<file path="config.mk">
export PLATFORM = sky130hd
export DESIGN_NAME = vga_fb_reader_flat
export DESIGN_NICKNAME = d
export VERILOG_FILES = /design/src/rtl/vga_fb_reader_if.sv /design/src/rtl/vga_fb_reader.sv /design/src/flat_wrapper.sv
export SDC_FILE = /design/constraint.sdc
export NUM_CORES = 1
export LEC_CHECK = 0
export ABC_AREA = 1
export BUFFER_PORTS_ARGS = -buffer_cell sky130_fd_sc_hd__buf_2
export CAP_MARGIN = 20
export CORE_ASPECT_RATIO = 0.75
export CORE_MARGIN = 2
export CORE_UTILIZATION = 63
export CTS_CLUSTER_SIZE = 28
export DETAILED_ROUTE_END_ITERATION = 16
export PLACE_DENSITY = 0.84
export SLEW_MARGIN = 20
export SYNTH_ARGS = -nofsm -noshare
export SYNTH_HDL_FRONTEND = slang
export SYNTH_SLANG_ARGS = --single-unit
</file>
<file path="constraint.sdc">
create_clock -name PCLK -period 5.3 [get_ports PCLK]
set_clock_uncertainty 0.05 [all_clocks]
set_input_delay 0.795 -clock PCLK [delete_from_list [all_inputs] [get_ports PCLK]]
set_output_delay 0.795 -clock PCLK [all_outputs]
set_load 0.005 [all_outputs]
</file>
<file path="src/rtl/vga_fb_reader_if.sv">
// vga_fb_reader_if: frame-buffer read port plus the VGA connector pins.
// The reader drives the RAM address and all pins (master); the RAM and the
// connector side (slave) return the pixel data and observe the pins.
interface vga_fb_reader_if #(
    parameter int AW = 15,
    parameter int DW = 3
);
    logic [AW-1:0] mem_px_addr;
    logic [DW-1:0] mem_px_data;
    logic [3:0]    VGA_R;
    logic [3:0]    VGA_G;
    logic [3:0]    VGA_B;
    logic          VGA_Hsync_n;
    logic          VGA_Vsync_n;
    logic          frame_start;

    modport master (
        output mem_px_addr,
        input  mem_px_data,
        output VGA_R,
        output VGA_G,
        output VGA_B,
        output VGA_Hsync_n,
        output VGA_Vsync_n,
        output frame_start
    );

    modport slave (
        input  mem_px_addr,
        output mem_px_data,
        input  VGA_R,
        input  VGA_G,
        input  VGA_B,
        input  VGA_Hsync_n,
        input  VGA_Vsync_n,
        input  frame_start
    );
endinterface

</file>
<file path="src/rtl/vga_fb_reader.sv">
// vga_fb_reader: read side of the RGB111 frame buffer.
// Generates VGA timing from the pixel clock, reads each stored pixel 2^SCALE_SH
// times horizontally and vertically (row base register, no multiplier), and
// expands the 3-bit pixel to RGB444. Counter -> pins latency is 3 clocks:
// address register, synchronous RAM read, colour register. Sync, active and
// frame_start are delayed by the same 3 stages so every pin lines up.
module vga_fb_reader #(
    parameter int AW       = 15,
    parameter int DW       = 3,
    parameter int IMG_W    = 160,
    parameter int IMG_H    = 120,
    parameter int SCALE_SH = 2,
    parameter int H_ACT    = 640,
    parameter int H_FP     = 16,
    parameter int H_SY     = 96,
    parameter int H_BP     = 48,
    parameter int V_ACT    = 480,
    parameter int V_FP     = 10,
    parameter int V_SY     = 2,
    parameter int V_BP     = 33
) (
    input  logic            PCLK,
    input  logic            rst,
    vga_fb_reader_if.master bus
);

    // ------------------------------------------------------------------
    // Derived constants
    // ------------------------------------------------------------------
    localparam int H_TOT = H_ACT + H_FP + H_SY + H_BP;
    localparam int V_TOT = V_ACT + V_FP + V_SY + V_BP;
    localparam int HW    = $clog2(H_TOT);
    localparam int VW    = $clog2(V_TOT);

    // Last count value of each phase; the phase changes on the next clock.
    localparam logic [HW-1:0] H_END_ACT = HW'(H_ACT - 1);
    localparam logic [HW-1:0] H_END_FP  = HW'(H_ACT + H_FP - 1);
    localparam logic [HW-1:0] H_END_SY  = HW'(H_ACT + H_FP + H_SY - 1);
    localparam logic [HW-1:0] H_END_BP  = HW'(H_TOT - 1);
    localparam logic [VW-1:0] V_END_ACT = VW'(V_ACT - 1);
    localparam logic [VW-1:0] V_END_FP  = VW'(V_ACT + V_FP - 1);
    localparam logic [VW-1:0] V_END_SY  = VW'(V_ACT + V_FP + V_SY - 1);
    localparam logic [VW-1:0] V_END_BP  = VW'(V_TOT - 1);

    // Upscaled image extent on screen.
    localparam logic [HW-1:0] IMG_PW   = HW'(IMG_W << SCALE_SH);
    localparam logic [VW-1:0] IMG_PH   = VW'(IMG_H << SCALE_SH);
    localparam logic [AW-1:0] ROW_STEP = AW'(IMG_W);
    localparam logic [AW-1:0] ADDR_MAX = AW'(IMG_W * IMG_H - 1);
    localparam logic [VW-1:0] SC_MASK  = VW'((1 << SCALE_SH) - 1);

    typedef enum logic [1:0] {
        PH_ACTIVE = 2'd0,
        PH_FRONT  = 2'd1,
        PH_SYNC   = 2'd2,
        PH_BACK   = 2'd3
    } phase_t;

    // Replicates one colour bit onto a 4-bit DAC channel.
    function automatic logic [3:0] expand(input logic px_bit);
        return {4{px_bit}};
    endfunction

    // ------------------------------------------------------------------
    // State
    // ------------------------------------------------------------------
    logic [HW-1:0] h_cnt;
    logic [VW-1:0] v_cnt;
    phase_t        h_phase;
    phase_t        v_phase;
    logic [AW-1:0] row_base;

    // Stage-1/2 delay registers for the raw timing signals.
    logic act_d1, act_d2;
    logic hs_d1,  hs_d2;
    logic vs_d1,  vs_d2;
    logic fs_d1,  fs_d2;

    // Combinational helpers
    logic          h_last;
    logic          v_last;
    logic [VW-1:0] v_next;
    logic          row_step;
    logic          in_image;
    logic          active_raw;
    logic [AW-1:0] addr_calc;
    logic [AW-1:0] addr_next;
    logic          hs_raw;
    logic          vs_raw;
    logic          fs_raw;

    // Decode raw timing, image region and the next read address from the counters.
    always_comb begin
        h_last     = (h_cnt == H_END_BP);
        v_last     = (v_cnt == V_END_BP);
        v_next     = v_cnt + VW'(1);
        // Advance the row base when the next line starts a new stored row,
        // but never past the last stored row so the address stays in range.
        row_step   = ((v_next & SC_MASK) == '0) && (v_next < IMG_PH);
        in_image   = (h_cnt < IMG_PW) && (v_cnt < IMG_PH);
        active_raw = in_image && (h_phase == PH_ACTIVE) && (v_phase == PH_ACTIVE);
        addr_calc  = row_base + AW'(h_cnt >> SCALE_SH);
        // Outside the image (or on a corrupted row base) read address 0.
        if (active_raw && (addr_calc <= ADDR_MAX)) begin
            addr_next = addr_calc;
        end else begin
            addr_next = '0;
        end
        hs_raw = (h_phase == PH_SYNC);
        vs_raw = (v_phase == PH_SYNC);
        fs_raw = (h_cnt == '0) && (v_cnt == '0);
    end

    // Beam counters, row base and the horizontal/vertical phase state machines.
    always_ff @(posedge PCLK or posedge rst) begin
        if (rst) begin
            h_cnt    <= '0;
            v_cnt    <= '0;
            row_base <= '0;
            h_phase  <= PH_ACTIVE;
            v_phase  <= PH_ACTIVE;
        end else begin
            if (h_last) begin
                h_cnt <= '0;
                if (v_last) begin
                    v_cnt    <= '0;
                    row_base <= '0;
                end else begin
                    v_cnt <= v_next;
                    if (row_step) begin
                        row_base <= row_base + ROW_STEP;
                    end else begin
                        row_base <= row_base;
                    end
                end
            end else begin
                h_cnt <= h_cnt + HW'(1);
            end

            case (h_phase)
                PH_ACTIVE: h_phase <= (h_cnt == H_END_ACT) ? PH_FRONT  : PH_ACTIVE;
                PH_FRONT:  h_phase <= (h_cnt == H_END_FP)  ? PH_SYNC   : PH_FRONT;
                PH_SYNC:   h_phase <= (h_cnt == H_END_SY)  ? PH_BACK   : PH_SYNC;
                PH_BACK:   h_phase <= (h_cnt == H_END_BP)  ? PH_ACTIVE : PH_BACK;
                default:   h_phase <= PH_ACTIVE;
            endcase

            // The vertical phase only moves at the end of a line.
            if (h_last) begin
                case (v_phase)
                    PH_ACTIVE: v_phase <= (v_cnt == V_END_ACT) ? PH_FRONT  : PH_ACTIVE;
                    PH_FRONT:  v_phase <= (v_cnt == V_END_FP)  ? PH_SYNC   : PH_FRONT;
                    PH_SYNC:   v_phase <= (v_cnt == V_END_SY)  ? PH_BACK   : PH_SYNC;
                    PH_BACK:   v_phase <= (v_cnt == V_END_BP)  ? PH_ACTIVE : PH_BACK;
                    default:   v_phase <= PH_ACTIVE;
                endcase
            end else begin
                v_phase <= v_phase;
            end
        end
    end

    // Stage 1 and 2: registered RAM address and the matching timing delays.
    always_ff @(posedge PCLK or posedge rst) begin
        if (rst) begin
            bus.mem_px_addr <= '0;
            act_d1 <= 1'b0;
            act_d2 <= 1'b0;
            hs_d1  <= 1'b0;
            hs_d2  <= 1'b0;
            vs_d1  <= 1'b0;
            vs_d2  <= 1'b0;
            fs_d1  <= 1'b0;
            fs_d2  <= 1'b0;
        end else begin
            bus.mem_px_addr <= addr_next;
            act_d1 <= active_raw;
            act_d2 <= act_d1;
            hs_d1  <= hs_raw;
            hs_d2  <= hs_d1;
            vs_d1  <= vs_raw;
            vs_d2  <= vs_d1;
            fs_d1  <= fs_raw;
            fs_d2  <= fs_d1;
        end
    end

    // Stage 3: colour expansion and sync/frame pins, black whenever blanking.
    always_ff @(posedge PCLK or posedge rst) begin
        if (rst) begin
            bus.VGA_R       <= 4'h0;
            bus.VGA_G       <= 4'h0;
            bus.VGA_B       <= 4'h0;
            bus.VGA_Hsync_n <= 1'b1;
            bus.VGA_Vsync_n <= 1'b1;
            bus.frame_start <= 1'b0;
        end else begin
            bus.VGA_R       <= act_d2 ? expand(bus.mem_px_data[DW-1]) : 4'h0;
            bus.VGA_G       <= act_d2 ? expand(bus.mem_px_data[DW-2]) : 4'h0;
            bus.VGA_B       <= act_d2 ? expand(bus.mem_px_data[DW-3]) : 4'h0;
            bus.VGA_Hsync_n <= ~hs_d2;
            bus.VGA_Vsync_n <= ~vs_d2;
            bus.frame_start <= fs_d2;
        end
    end

endmodule

</file>
<file path="src/flat_wrapper.sv">
// flat-port wrapper written by rule: the top's interface ports become plain ports
module vga_fb_reader_flat 
#(
    parameter int AW       = 15,
    parameter int DW       = 3,
    parameter int IMG_W    = 160,
    parameter int IMG_H    = 120,
    parameter int SCALE_SH = 2,
    parameter int H_ACT    = 640,
    parameter int H_FP     = 16,
    parameter int H_SY     = 96,
    parameter int H_BP     = 48,
    parameter int V_ACT    = 480,
    parameter int V_FP     = 10,
    parameter int V_SY     = 2,
    parameter int V_BP     = 33
)
  (PCLK, rst, bus_mem_px_addr, bus_mem_px_data, bus_VGA_R, bus_VGA_G, bus_VGA_B, bus_VGA_Hsync_n, bus_VGA_Vsync_n, bus_frame_start);
  vga_fb_reader_if #(.AW(AW), .DW(DW)) bus_i ();
  input  logic PCLK;
  input  logic rst;
  output wire logic [$bits(bus_i.mem_px_addr)-1:0] bus_mem_px_addr;
  input wire logic [$bits(bus_i.mem_px_data)-1:0] bus_mem_px_data;
  output wire logic [$bits(bus_i.VGA_R)-1:0] bus_VGA_R;
  output wire logic [$bits(bus_i.VGA_G)-1:0] bus_VGA_G;
  output wire logic [$bits(bus_i.VGA_B)-1:0] bus_VGA_B;
  output wire logic [$bits(bus_i.VGA_Hsync_n)-1:0] bus_VGA_Hsync_n;
  output wire logic [$bits(bus_i.VGA_Vsync_n)-1:0] bus_VGA_Vsync_n;
  output wire logic [$bits(bus_i.frame_start)-1:0] bus_frame_start;
  assign bus_mem_px_addr = bus_i.mem_px_addr;
  assign bus_i.mem_px_data = bus_mem_px_data;
  assign bus_VGA_R = bus_i.VGA_R;
  assign bus_VGA_G = bus_i.VGA_G;
  assign bus_VGA_B = bus_i.VGA_B;
  assign bus_VGA_Hsync_n = bus_i.VGA_Hsync_n;
  assign bus_VGA_Vsync_n = bus_i.VGA_Vsync_n;
  assign bus_frame_start = bus_i.frame_start;
  vga_fb_reader #(.AW(AW), .DW(DW), .IMG_W(IMG_W), .IMG_H(IMG_H), .SCALE_SH(SCALE_SH), .H_ACT(H_ACT), .H_FP(H_FP), .H_SY(H_SY), .H_BP(H_BP), .V_ACT(V_ACT), .V_FP(V_FP), .V_SY(V_SY), .V_BP(V_BP)) u_core (.PCLK(PCLK), .rst(rst), .bus(bus_i));
endmodule
</file>
==> results of run 1 <==
==> registers in the layout, summed over array words and instances (netlist names), 2 cells and up <==
register,flops
u_core.h_phase,2
u_core.row_base,10
u_core.v_cnt,10
u_core.h_cnt,10
u_core.v_phase,2
u_core.bus.mem_px_addr,15
==> cell usage after synthesis (2+ instances only) <==
cell type and n:
nand2_1 79, inv_1 62, dfrtp_1 61, nor2_1 38, nand3_1 30, nand4_1 20, o21ai_0 16, nor2_2 12
xor2_1 12, buf_4 10, ha_1 10, nand2_2 8, nor3_1 8, a21oi_1 7, nand3_2 5, a31oi_1 4
buf_2 4, xnor2_1 4, clkbuf_1 3, nor2_4 3, nor3_2 3, nor4_1 3, dfstp_2 2, inv_2 2
nor3b_1 2
==> how the worst min path moves through the flow <==
stage	slack (ns)	endpoint	startpoint	cells past startpoint
2_1_floorplan	0.28	u_core.act_d2	u_core.act_d1	0
3_3_place_gp	0.28	u_core.act_d2	u_core.act_d1	0
3_5_place_dp	0.29	u_core.act_d2	u_core.act_d1	0
4_1_cts	0.30	u_core.vs_d2	u_core.vs_d1	0
5_1_grt	0.30	u_core.vs_d2	u_core.vs_d1	0
6_report	0.30	u_core.vs_d2	u_core.vs_d1	0
==> layout make-up <==
cell class	instances	area, um2
Clock buffer	9	124
Timing Repair Buffer	36	185
Tap cell	75	93.8
Inverter	64	240
Sequential cell	63	1580
Multi-Input combinational cell	270	1480
Fill cell	429	1470
Clock inverter	7	120
==> layout by cell type (no fill, tap or decap) <==
cell and instances:
nand2_1 79, inv_1 61, dfrtp_1 61, nor2_1 38
buf_2 34, nand3_1 30, nand4_1 20, o21ai_0 16
nor2_2 12, xor2_1 12, ha_1 10, clkbuf_8 9
nor3_1 8, nand2_2 8, a21oi_1 7, nand3_2 5
a31oi_1 4, xnor2_1 4, nor4_1 3, nor3_2 3
nor2_4 3, inv_2 3, bufinv_16 3, nor3b_1 2
buf_4 2, dfstp_2 2, and3_1 1, nand2_4 1
o21bai_2 1, o21ai_2 1, o211ai_1 1, conb_1 1
clkinvlp_4 1, inv_6 1, clkinv_4 1, clkinv_2 1
==> worst max-delay path, delay by kind of cell, from the launching register on <==
family / cells / cell delay (ns)
DFF: 1 / 0.46
and+or+nand+nor: 6 / 1.68
==> cells by family after synthesis <==
kind of cell | Yosys count | synth area share (%)
XOR/XNOR | 16 | 4.10
buffers and inverters | 82 | 10.5
other | 1 | 0.110
flip-flops | 63 | 46.2
AND/OR/NAND/NOR | 213 | 30.6
AO/OA/AOI/OAI | 30 | 4.90
adder cells (fa/ha/maj) | 10 | 3.66
==> power breakdown <==
group          total, mW  internal, mW  leakage (nW)  switching [mW]
logic             0.0184       0.00549          1.03          0.0129
registers          0.483         0.482         0.829         0.00111
clock network      0.510         0.314         0.120           0.196
==> metal layers <==
layer  vias to the layer above  track usage [%]  routed length, um
met5                         -                0                  0
met4                         0             10.1                110
met3                        13             8.80                535
met2                       118             38.7               3240
met1                      1339             34.9               3220
li1                       1372                -                  -
==> flow_metrics.env, run 1 <==
export IMPL_ys_async_sr_fraction_pct=100
export IMPL_cpMaxStageDelayCell="nand4_1"
export IMPL_status="finished, final reports clean"
export IMPL_grt_overflow_total=0
export IMPL_htree_levels=3
export IMPL_gr_usage_all_layers_pct=25.9
export IMPL_r2r_end="u_core.row_base[11]"
export IMPL_antenna_found_initial=0
export IMPL_power_density_mw_per_mm2=265
export IMPL_cap_violations=0
export IMPL_synth_top_area_share_pct=44.7
export IMPL_slew_headroom_pct=52.0
export IMPL_worstPathCellList="nor4_1, nand4_1, nand2_1, nand2_2, nand2_1, nand2_1"
export IMPL_dr_pass1_iters=4
export IMPL_critPathKind="reg2reg"
export IMPL_crit_top_cell="nand2_1"
export IMPL_floorplan_core_area_mm2=0.00530
export IMPL_ys_flop_type="dfrtp_1"
export IMPL_syn_area_mm2=0.00342
export IMPL_final_min_clock_period_ns=2.30
export IMPL_worstSetupEndpointType="register"
export IMPL_drt_wl_total_mm=7.10
export IMPL_gp_congestion=0.912
export IMPL_synthCells=415
export IMPL_insertion_delay_ns=0.35
export IMPL_hp_class="reg2reg"
export IMPL_start_util_pct=64.6
export IMPL_worst_pin_slew_ns=0.718
export IMPL_path_max_fanout=16
export IMPL_dp_slack_ns=3.02
export IMPL_grt_max_degree=41
export IMPL_rsz0062_at_grt="no"
export IMPL_synthTopCellsByArea="dfrtp_1 45%, nand2_1 8.7%, inv_1 6.8%"
export IMPL_vdd_drop_max_mv=0.162
export IMPL_placed_cells=508
export IMPL_n_antenna_cell=0
export IMPL_crit_path_start_kind="register"
export IMPL_clockBufferDepth=2
export IMPL_vias_per_cell=5.42
export IMPL_synth_edf_count=0
export IMPL_reg2reg_slack_ns=3.00
export IMPL_power_total_mw=1.01
export IMPL_r2r_start="u_core.v_cnt[4]"
export IMPL_synth_distinct_cells=32
export IMPL_final_layout_size_suffix_gt1_share_pct=20.3
export IMPL_max_freq_mhz=434
export IMPL_hold_violations=0
export IMPL_syn2layout_area_growth_pct=11.9
export IMPL_hold_buffers=0
export IMPL_slew_viol_final=0
export IMPL_drc_errors=0
export IMPL_cts_sinks=63
export IMPL_finalSetupViolCount=0
export IMPL_ys_seq_elements=63
export IMPL_fp_row_count=23
export IMPL_crit_arrival_ns=2.48
export IMPL_wl_per_cell_um=13.6
export IMPL_fin_nets=459
export IMPL_crit_required_ns=5.48
export IMPL_die_y_um=67.8
export IMPL_grt_pass1_wl_mm=11.6
export IMPL_fin_area_mm2=0.00382
export IMPL_synth_nets=430
export IMPL_synth_seq_area_share_pct=46.2
export IMPL_die_x_um=89.1
export IMPL_cp_slowest_stage_delay_ns=0.66
export IMPL_clkTransAtPathRegs_ns=0.07
export IMPL_setup_ws_ns=3.00
export IMPL_io_pins=35
export IMPL_ys_warn_count=0
export IMPL_placed_area_mm2=0.00358
export IMPL_cts_resized=0
export IMPL_ant_nets=0
export IMPL_crit_end="u_core.row_base[11]"
export IMPL_rr_worst_depth=6
export IMPL_synth_avg_cell_area_um2=8.24
export IMPL_post_cts_buffers=0
export IMPL_final_util_pct=72.2
export IMPL_numCtsBuffers=9
export IMPL_tns_ns=0
export IMPL_leakage_nw=1.98
export IMPL_portBuffers=34
export IMPL_drtIter0Drc=223
export IMPL_cts_tree="done"
export IMPL_fin_crit_sh_pct=43.4
export IMPL_hpwlAfterDp_mm=4.99
export IMPL_cp_startpoint="u_core.v_cnt[4]"
export IMPL_routed_via_count=2842
export IMPL_dieArea_mm2=0.00604
export IMPL_fin_hold_ws_ns=0.300
export IMPL_synth_top_area_cell="dfrtp_1"
export IMPL_grt_pass1_vias=2571
export IMPL_instances_no_fill=524
export IMPL_cts_root_buf="clkbuf_8"
Power figures use the tool's default switching activity.
==> run 2, diff against run 1 <==
--- a/config.mk
+++ b/config.mk
@@ -5,15 +5,15 @@
 export SDC_FILE = /design/constraint.sdc
 export NUM_CORES = 1
 export LEC_CHECK = 0
-export ABC_AREA = 1
+export ABC_AREA = 0
 export BUFFER_PORTS_ARGS = -buffer_cell sky130_fd_sc_hd__buf_2
 export CAP_MARGIN = 20
 export CORE_ASPECT_RATIO = 0.75
 export CORE_MARGIN = 2
-export CORE_UTILIZATION = 63
+export CORE_UTILIZATION = 58
 export CTS_CLUSTER_SIZE = 28
 export DETAILED_ROUTE_END_ITERATION = 16
-export PLACE_DENSITY = 0.84
+export PLACE_DENSITY = 0.79
 export SLEW_MARGIN = 20
 export SYNTH_ARGS = -nofsm -noshare
 export SYNTH_HDL_FRONTEND = slang
==> constraint.sdc (replaced) <==
create_clock -name PCLK -period 2.4 [get_ports PCLK]
set_clock_uncertainty 0.05 [all_clocks]
set_input_delay 0.36 -clock PCLK [delete_from_list [all_inputs] [get_ports PCLK]]
set_output_delay 0.36 -clock PCLK [all_outputs]
set_load 0.005 [all_outputs]
==> flow_metrics.env, run 2 <==
export IMPL_routed_via_count=2522
export IMPL_tns_ns=0
export IMPL_ant_nets=0
export IMPL_synth_compound_area_share_pct=11.7
export IMPL_reg2reg_slack_ns=0.16
export IMPL_fin_nets=379
export IMPL_crit_required_ns=2.60
export IMPL_synth_seq_area_share_pct=48.8
export IMPL_slew_viol_final=0
export IMPL_final_layout_size_suffix_gt1_share_pct=24.4
export IMPL_final_common_cell="dfrtp_1"
export IMPL_n_antenna_cell=0
export IMPL_syn_area_mm2=0.00324
export IMPL_vdd_drop_max_mv=0.310
export IMPL_die_y_um=68.7
export IMPL_grt_pass1_wl_mm=10.9
export IMPL_portBuffers=34
export IMPL_r2r_start="u_core.row_base[6]"
export IMPL_hp_class="in2async"
export IMPL_grt_pass1_vias=2236
export IMPL_synth_top_area_cell="dfrtp_1"
export IMPL_violations="hold timing"
export IMPL_antenna_found_initial=0
export IMPL_crit_path_start_kind="register"
export IMPL_grt_overflow_total=0
export IMPL_start_util_pct=60.5
export IMPL_ys_seq_elements=63
export IMPL_post_cts_buffers=0
export IMPL_slew_headroom_pct=61.8
export IMPL_cp_startpoint="u_core.row_base[6]"
export IMPL_crit_arrival_ns=2.45
export IMPL_drt_wl_total_mm=6.61
export IMPL_synthTopCellsByArea="dfrtp_1 47%, nand2_1 4.2%, xnor2_1 4.1%"
export IMPL_rsz0062_at_grt="no"
export IMPL_synth_avg_cell_area_um2=9.96
export IMPL_final_util_pct=69.2
export IMPL_ys_flop_type="dfrtp_1"
export IMPL_max_freq_mhz=446
export IMPL_synthTopCellsByCount="61 x dfrtp_1, 36 x nand2_1, 29 x nor2_1"
export IMPL_synth_top_area_share_pct=47.1
export IMPL_fp_row_count=23
export IMPL_hpwlAfterDp_mm=4.69
export IMPL_dieArea_mm2=0.00620
export IMPL_seqCellArea_mm2=0.00158
export IMPL_synth_top_family_by_area="simple AND/OR/NAND/NOR gates"
export IMPL_worst_pin_slew_ns=0.565
export IMPL_clockBufferDepth=2
export IMPL_vias_per_cell=5.68
export IMPL_synthXorXnorAreaFrac_pct=7.03
export IMPL_synth_nets=340
export IMPL_largest_reg_flops=15
export IMPL_fin_crit_sh_pct=93.5
export IMPL_final_min_clock_period_ns=2.24
export IMPL_clkTransAtPathRegs_ns=0.07
export IMPL_gr_usage_all_layers_pct=23.2
export IMPL_worstSetupEndpointType="register"
export IMPL_fill_cells=422
export IMPL_dr_pass1_iters=5
export IMPL_leakage_nw=1.78
export IMPL_synth_fa_ha_area_share_pct=3.86
export IMPL_synthCells=325
export IMPL_floorplan_core_area_mm2=0.00535
export IMPL_status="complete, but fails checks"
export IMPL_io_pins=35
export IMPL_multi_input_area_mm2=0.00147
export IMPL_syn2layout_area_growth_pct=14.4
export IMPL_fin_hold_ws_ns=-0.00689
export IMPL_cts_sinks=63
export IMPL_largest_register="u_core.bus.mem_px_addr"
export IMPL_insertion_delay_ns=0.35
export IMPL_ys_warn_count=0
export IMPL_synthMostInstantiatedCell="dfrtp_1"
export IMPL_die_x_um=90.3
export IMPL_drtIter0Drc=136
export IMPL_path_max_fanout=7
export IMPL_synth_simple_area_share_pct=21.6
export IMPL_gp_congestion=0.840
export IMPL_wl_per_cell_um=14.9
export IMPL_ys_async_sr_fraction_pct=100
export IMPL_cts_root_buf="clkbuf_8"
export IMPL_layout_common_cells="61 x dfrtp_1, 36 x nand2_1, 34 x buf_2"
export IMPL_synth_edf_count=0
export IMPL_grt_max_degree=27
export IMPL_drc_errors=0
export IMPL_hold_violations=17
export IMPL_synth_distinct_cells=52
export IMPL_htree_levels=3
export IMPL_power_density_mw_per_mm2=552
export IMPL_synth_mux_area_fraction_pct=0.618
export IMPL_finalSetupViolCount=0
export IMPL_cap_violations=0
export IMPL_critPathKind="reg2reg"
export IMPL_cts_tree="done"
export IMPL_numCtsBuffers=9
==> run 2: cell types whose count changed in the layout (fill, tap and decap cells not counted), moves of 7 or more <==
cell,previous run,this run
nor2_1,38,29
buf_4,2,21
inv_1,61,9
xnor2_1,4,15
nand3_1,30,16
nand4_1,20,4
and3_1,1,8
nand2_2,8,0
nand2_1,79,36
nor2_2,12,0
==> run 2: layout make-up <==
type | instances | share of cell area [%]
clock buffer | 13 | 4.29
clock inverter | 3 | 1.15
inverter | 10 | 1.01
multi-input combinational | 225 | 39.5
sequential | 63 | 42.6
tap | 75 | 2.53
timing repair buffer | 55 | 8.85
==> run 2: logic make-up (layout without fill, tap and decap cells) <==
family                     Yosys count  in the layout
xor gates and xnor gates            26             26
buffers and inverters               37             81
DFF                                 63             63
muxes                                2              2
other                                1              1
and+or+nand+nor                    130            130
AOI/OAI and AO/OA                   56             56
adders and majority gates           10             10
==> run 2: worst max-delay path: stages, from the launching register on <==
cell      delay [ns]
dfrtp_1         0.41
ha_1            0.31
a21o_1          0.21
a21oi_4         0.10
or3b_2          0.49
o311ai_2        0.10
a21oi_2         0.11
buf_4           0.17
nor3_1          0.19
==> run 2: per-stage QoR <==
step                area [um2]  worst slack (ns)  instances  power [mW]
floorplan                 3240             0.157        325        1.12
finish                    3700             0.156        444        2.04
global placement          3490             0.190        428        1.13
CTS                       3700             0.124        444        2.07
global route              3700            0.0364        444        2.12
detailed placement        3490            0.0513        428        1.13
==> run 2: path summary, 6_finish.rpt <==
| check | endpoint | cells after the start |
|---|---|---|
| hold / removal | u_core.h_cnt[6] | 2 |
| max in group asynchronous | u_core.v_cnt[2] | 3 |
| hold reg to reg | u_core.bus.VGA_Hsync_n | 1 |
| setup reg to reg | u_core.bus.mem_px_addr[2] | 8 |
| min in group PCLK | u_core.bus.VGA_R[2] | 2 |
| setup / recovery | u_core.bus.mem_px_addr[2] | 8 |
==> run 2: what timing repair did <==
| item | in CTS | in global routing |
|---|---|---|
| endpoints found under the hold margin | 0 | 0 |
| pin swaps | 0 | 0 |
| resized for setup | 1 | 1 |
| hold buffers | 0 | 0 |
| endpoints found under the setup margin | 1 | 1 |
==> run 2: power breakdown <==
part | total [mW] | switching (mW) | internal (mW) | leakage (nW)
logic | 0.0408 | 0.0274 | 0.0135 | 0.849
clock network | 0.935 | 0.400 | 0.535 | 0.0996
registers | 1.07 | 0.00213 | 1.07 | 0.829
total | 2.04 | 0.430 | 1.61 | 1.78
==> run 2: metal layers <==
metal / global-route usage, % / wire (um) / part of all wire [%] / vias up
met5: 0 / 0 / 0 / -
met4: 10.2 / 106 / 1.6 / 0
met3: 8.04 / 541 / 8.2 / 13
met2: 34.6 / 2880 / 44 / 99
met1: 31.2 / 3080 / 47 / 1210
li1: - / - / - / 1200
==> run 3, diff against run 2 <==
--- a/config.mk
+++ b/config.mk
@@ -10,10 +10,11 @@
 export CAP_MARGIN = 20
 export CORE_ASPECT_RATIO = 0.75
 export CORE_MARGIN = 2
-export CORE_UTILIZATION = 58
+export CORE_UTILIZATION = 53
 export CTS_CLUSTER_SIZE = 28
 export DETAILED_ROUTE_END_ITERATION = 16
-export PLACE_DENSITY = 0.79
+export GPL_ROUTABILITY_DRIVEN = 0
+export PLACE_DENSITY = 0.76
 export SLEW_MARGIN = 20
 export SYNTH_ARGS = -nofsm -noshare
 export SYNTH_HDL_FRONTEND = slang
==> constraint.sdc (replaced) <==
create_clock -name PCLK -period 1.9 [get_ports PCLK]
set_clock_uncertainty 0.05 [all_clocks]
set_input_delay 0.285 -clock PCLK [delete_from_list [all_inputs] [get_ports PCLK]]
set_output_delay 0.285 -clock PCLK [all_outputs]
set_load 0.005 [all_outputs]
==> flow_metrics.env, run 3 (same netlist as run 2, synthesis figures left out) <==
export IMPL_crit_required_ns=2.09
export IMPL_setup_ws_ns=-0.240
export IMPL_htree_levels=3
export IMPL_combPwrFrac_pct=2.2
export IMPL_insertion_delay_ns=0.35
export IMPL_placed_cells=468
export IMPL_crit_path_start_kind="register"
export IMPL_cts_tree="done"
export IMPL_numCtsBuffers=9
export IMPL_path_max_fanout=5
export IMPL_cts_sinks=63
export IMPL_syn2layout_area_growth_pct=35.5
export IMPL_largest_register="u_core.bus.mem_px_addr"
export IMPL_die_x_um=94.3
export IMPL_grt_pass1_vias=2529
export IMPL_crit_arrival_ns=2.33
export IMPL_antenna_found_initial=0
export IMPL_placed_area_mm2=0.00385
export IMPL_clkTransAtPathRegs_ns=0.08
export IMPL_intPower_mw=1.97
export IMPL_worst_pin_slew_ns=0.521
export IMPL_slew_viol_final=0
export IMPL_power_share_switching_pct=22.9
export IMPL_r2r_end="u_core.bus.mem_px_addr[7]"
export IMPL_n_antenna_cell=0
export IMPL_status="complete, but fails checks"
export IMPL_largest_reg_flops=15
export IMPL_vdd_drop_max_mv=0.352
export IMPL_portBuffers=34
export IMPL_max_freq_mhz=467
export IMPL_drc_errors=0
export IMPL_drt_wl_total_mm=8.60
export IMPL_die_y_um=71.7
export IMPL_violations="setup timing"
export IMPL_gr_usage_all_layers_pct=24.9
export IMPL_routed_via_count=2850
export IMPL_final_util_pct=74.9
export IMPL_pwr_share_seq_pct=52.7
export IMPL_hp_class="in2reg"
export IMPL_rsz0062_at_grt="yes"
export IMPL_instances_no_fill=500
export IMPL_grt_max_degree=64
export IMPL_dieArea_mm2=0.00676
export IMPL_ant_nets=0
export IMPL_dp_slack_ns=-0.169
export IMPL_final_min_clock_period_ns=2.14
export IMPL_hpwlAfterDp_mm=5.30
export IMPL_vias_per_cell=5.70
export IMPL_layout_common_cells="66 x buf_4, 58 x dfrtp_1, 34 x buf_2"
export IMPL_cap_violations=0
export IMPL_drtIter0Drc=288
export IMPL_wl_per_cell_um=17.2
export IMPL_fin_nets=432
export IMPL_fin_area_mm2=0.00439
export IMPL_worstSetupEndpointType="register"
export IMPL_fp_row_count=24
export IMPL_grt_overflow_total=0
export IMPL_r2r_start="u_core.h_cnt[8]"
export IMPL_crit_end="u_core.bus.mem_px_addr[7]"
export IMPL_p_sw_mw=0.587
export IMPL_clockBufferDepth=2
export IMPL_slew_headroom_pct=65.3
export IMPL_finalSetupViolCount=19
export IMPL_cts_root_buf="clkbuf_8"
export IMPL_critPathKind="reg2reg"
export IMPL_floorplan_core_area_mm2=0.00586
export IMPL_power_frac_clock_pct=45.2
export IMPL_final_common_cell="buf_4"
export IMPL_hold_violations=0
export IMPL_io_pins=35
export IMPL_grt_pass1_wl_mm=12.7
export IMPL_cp_startpoint="u_core.h_cnt[8]"
export IMPL_rr_worst_depth=8
export IMPL_power_density_mw_per_mm2=583
export IMPL_reg2reg_slack_ns=-0.24
export IMPL_leakage_nw=2.06
export IMPL_start_util_pct=55.3
export IMPL_fin_crit_sh_pct=113
export IMPL_final_layout_size_suffix_gt1_share_pct=42.7
export IMPL_dr_pass1_iters=7
export IMPL_tns_ns=-3.50
[run 3: cell count changes in the layout (fill, tap and decap cells not counted), moves of 4 or more]
| cell | change |
|---|---|
| a21oi_1 | -5 |
| nor2_1 | -4 |
| buf_4 | +45 |
| buf_6 | +6 |
[run 3: power groups by stage]
stage	logic, mW	registers, mW	clock network (mW)
3_3_place_gp	0.0559	1.37	0
3_5_place_dp	0.0568	1.37	0
2_1_floorplan	0.0385	1.37	0
4_1_cts	0.0586	1.35	1.18
6_report	0.0555	1.35	1.16
5_1_grt	0.0654	1.35	1.23
[run 3: area by class of cell]
cell class	count	area [um2]
Multi-Input combinational cell	225	1710
Sequential cell	63	1580
Fill cell	383	1470
Timing Repair Buffer	108	763
Clock buffer	9	124
Tap cell	78	97.6
Clock inverter	7	73.8
Inverter	10	41.3
[run 3: how the worst min path moves through the flow]
| stage | from | to | slack [ns] | cells past startpoint |
|---|---|---|---|---|
| after floorplan | u_core.act_d1 | u_core.act_d2 | 0.28 | 0 |
| after global placement | u_core.hs_d1 | u_core.hs_d2 | 0.28 | 0 |
| after detailed placement | u_core.fs_d2 | u_core.bus.frame_start | 0.29 | 0 |
| after CTS | bus_mem_px_data[2] | u_core.bus.VGA_R[2] | 0.08 | 2 |
| after global routing | bus_mem_px_data[2] | u_core.bus.VGA_R[2] | 0.09 | 2 |
| final | bus_mem_px_data[2] | u_core.bus.VGA_R[2] | 0.09 | 2 |
[run 3: through the flow]
step | hold slack [ns] | power, mW
5_1_grt | 0.0888 | 2.64
6_report | 0.0874 | 2.56
3_3_place_gp | 0.282 | 1.43
3_5_place_dp | 0.287 | 1.43
4_1_cts | 0.0784 | 2.59
2_1_floorplan | 0.281 | 1.41
[run 3: routing by layer]
| metal | vias to the layer above | part of all wire [%] | GRT usage (%) | routed length, um |
|---|---|---|---|---|
| met1 | 1381 | 42 | 35.3 | 3630 |
| li1 | 1304 | - | - | - |
| met3 | 30 | 7.5 | 7.68 | 642 |
| met2 | 135 | 48 | 37.3 | 4090 |
| met4 | 0 | 2.8 | 7.09 | 238 |
| met5 | - | 0 | 0 | 0 |
[run 3: critical path, stage by stage, from the launching register on]
cell and delay, ns:
dfrtp_2 0.43, ha_4 0.24, a21o_1 0.23, a21oi_4 0.25
nand2_2 0.10, a211o_1 0.31, a21oi_2 0.21, buf_6 0.17
nor3_2 0.04
[run 3: what timing repair did]
item,CTS,global route
buffers inserted,5,11
pin swaps,7,24
gates cloned,0,0
hold buffers,1,0
gates resized for setup,11,40
setup endpoints to repair,21,29
hold endpoints to repair,61,0
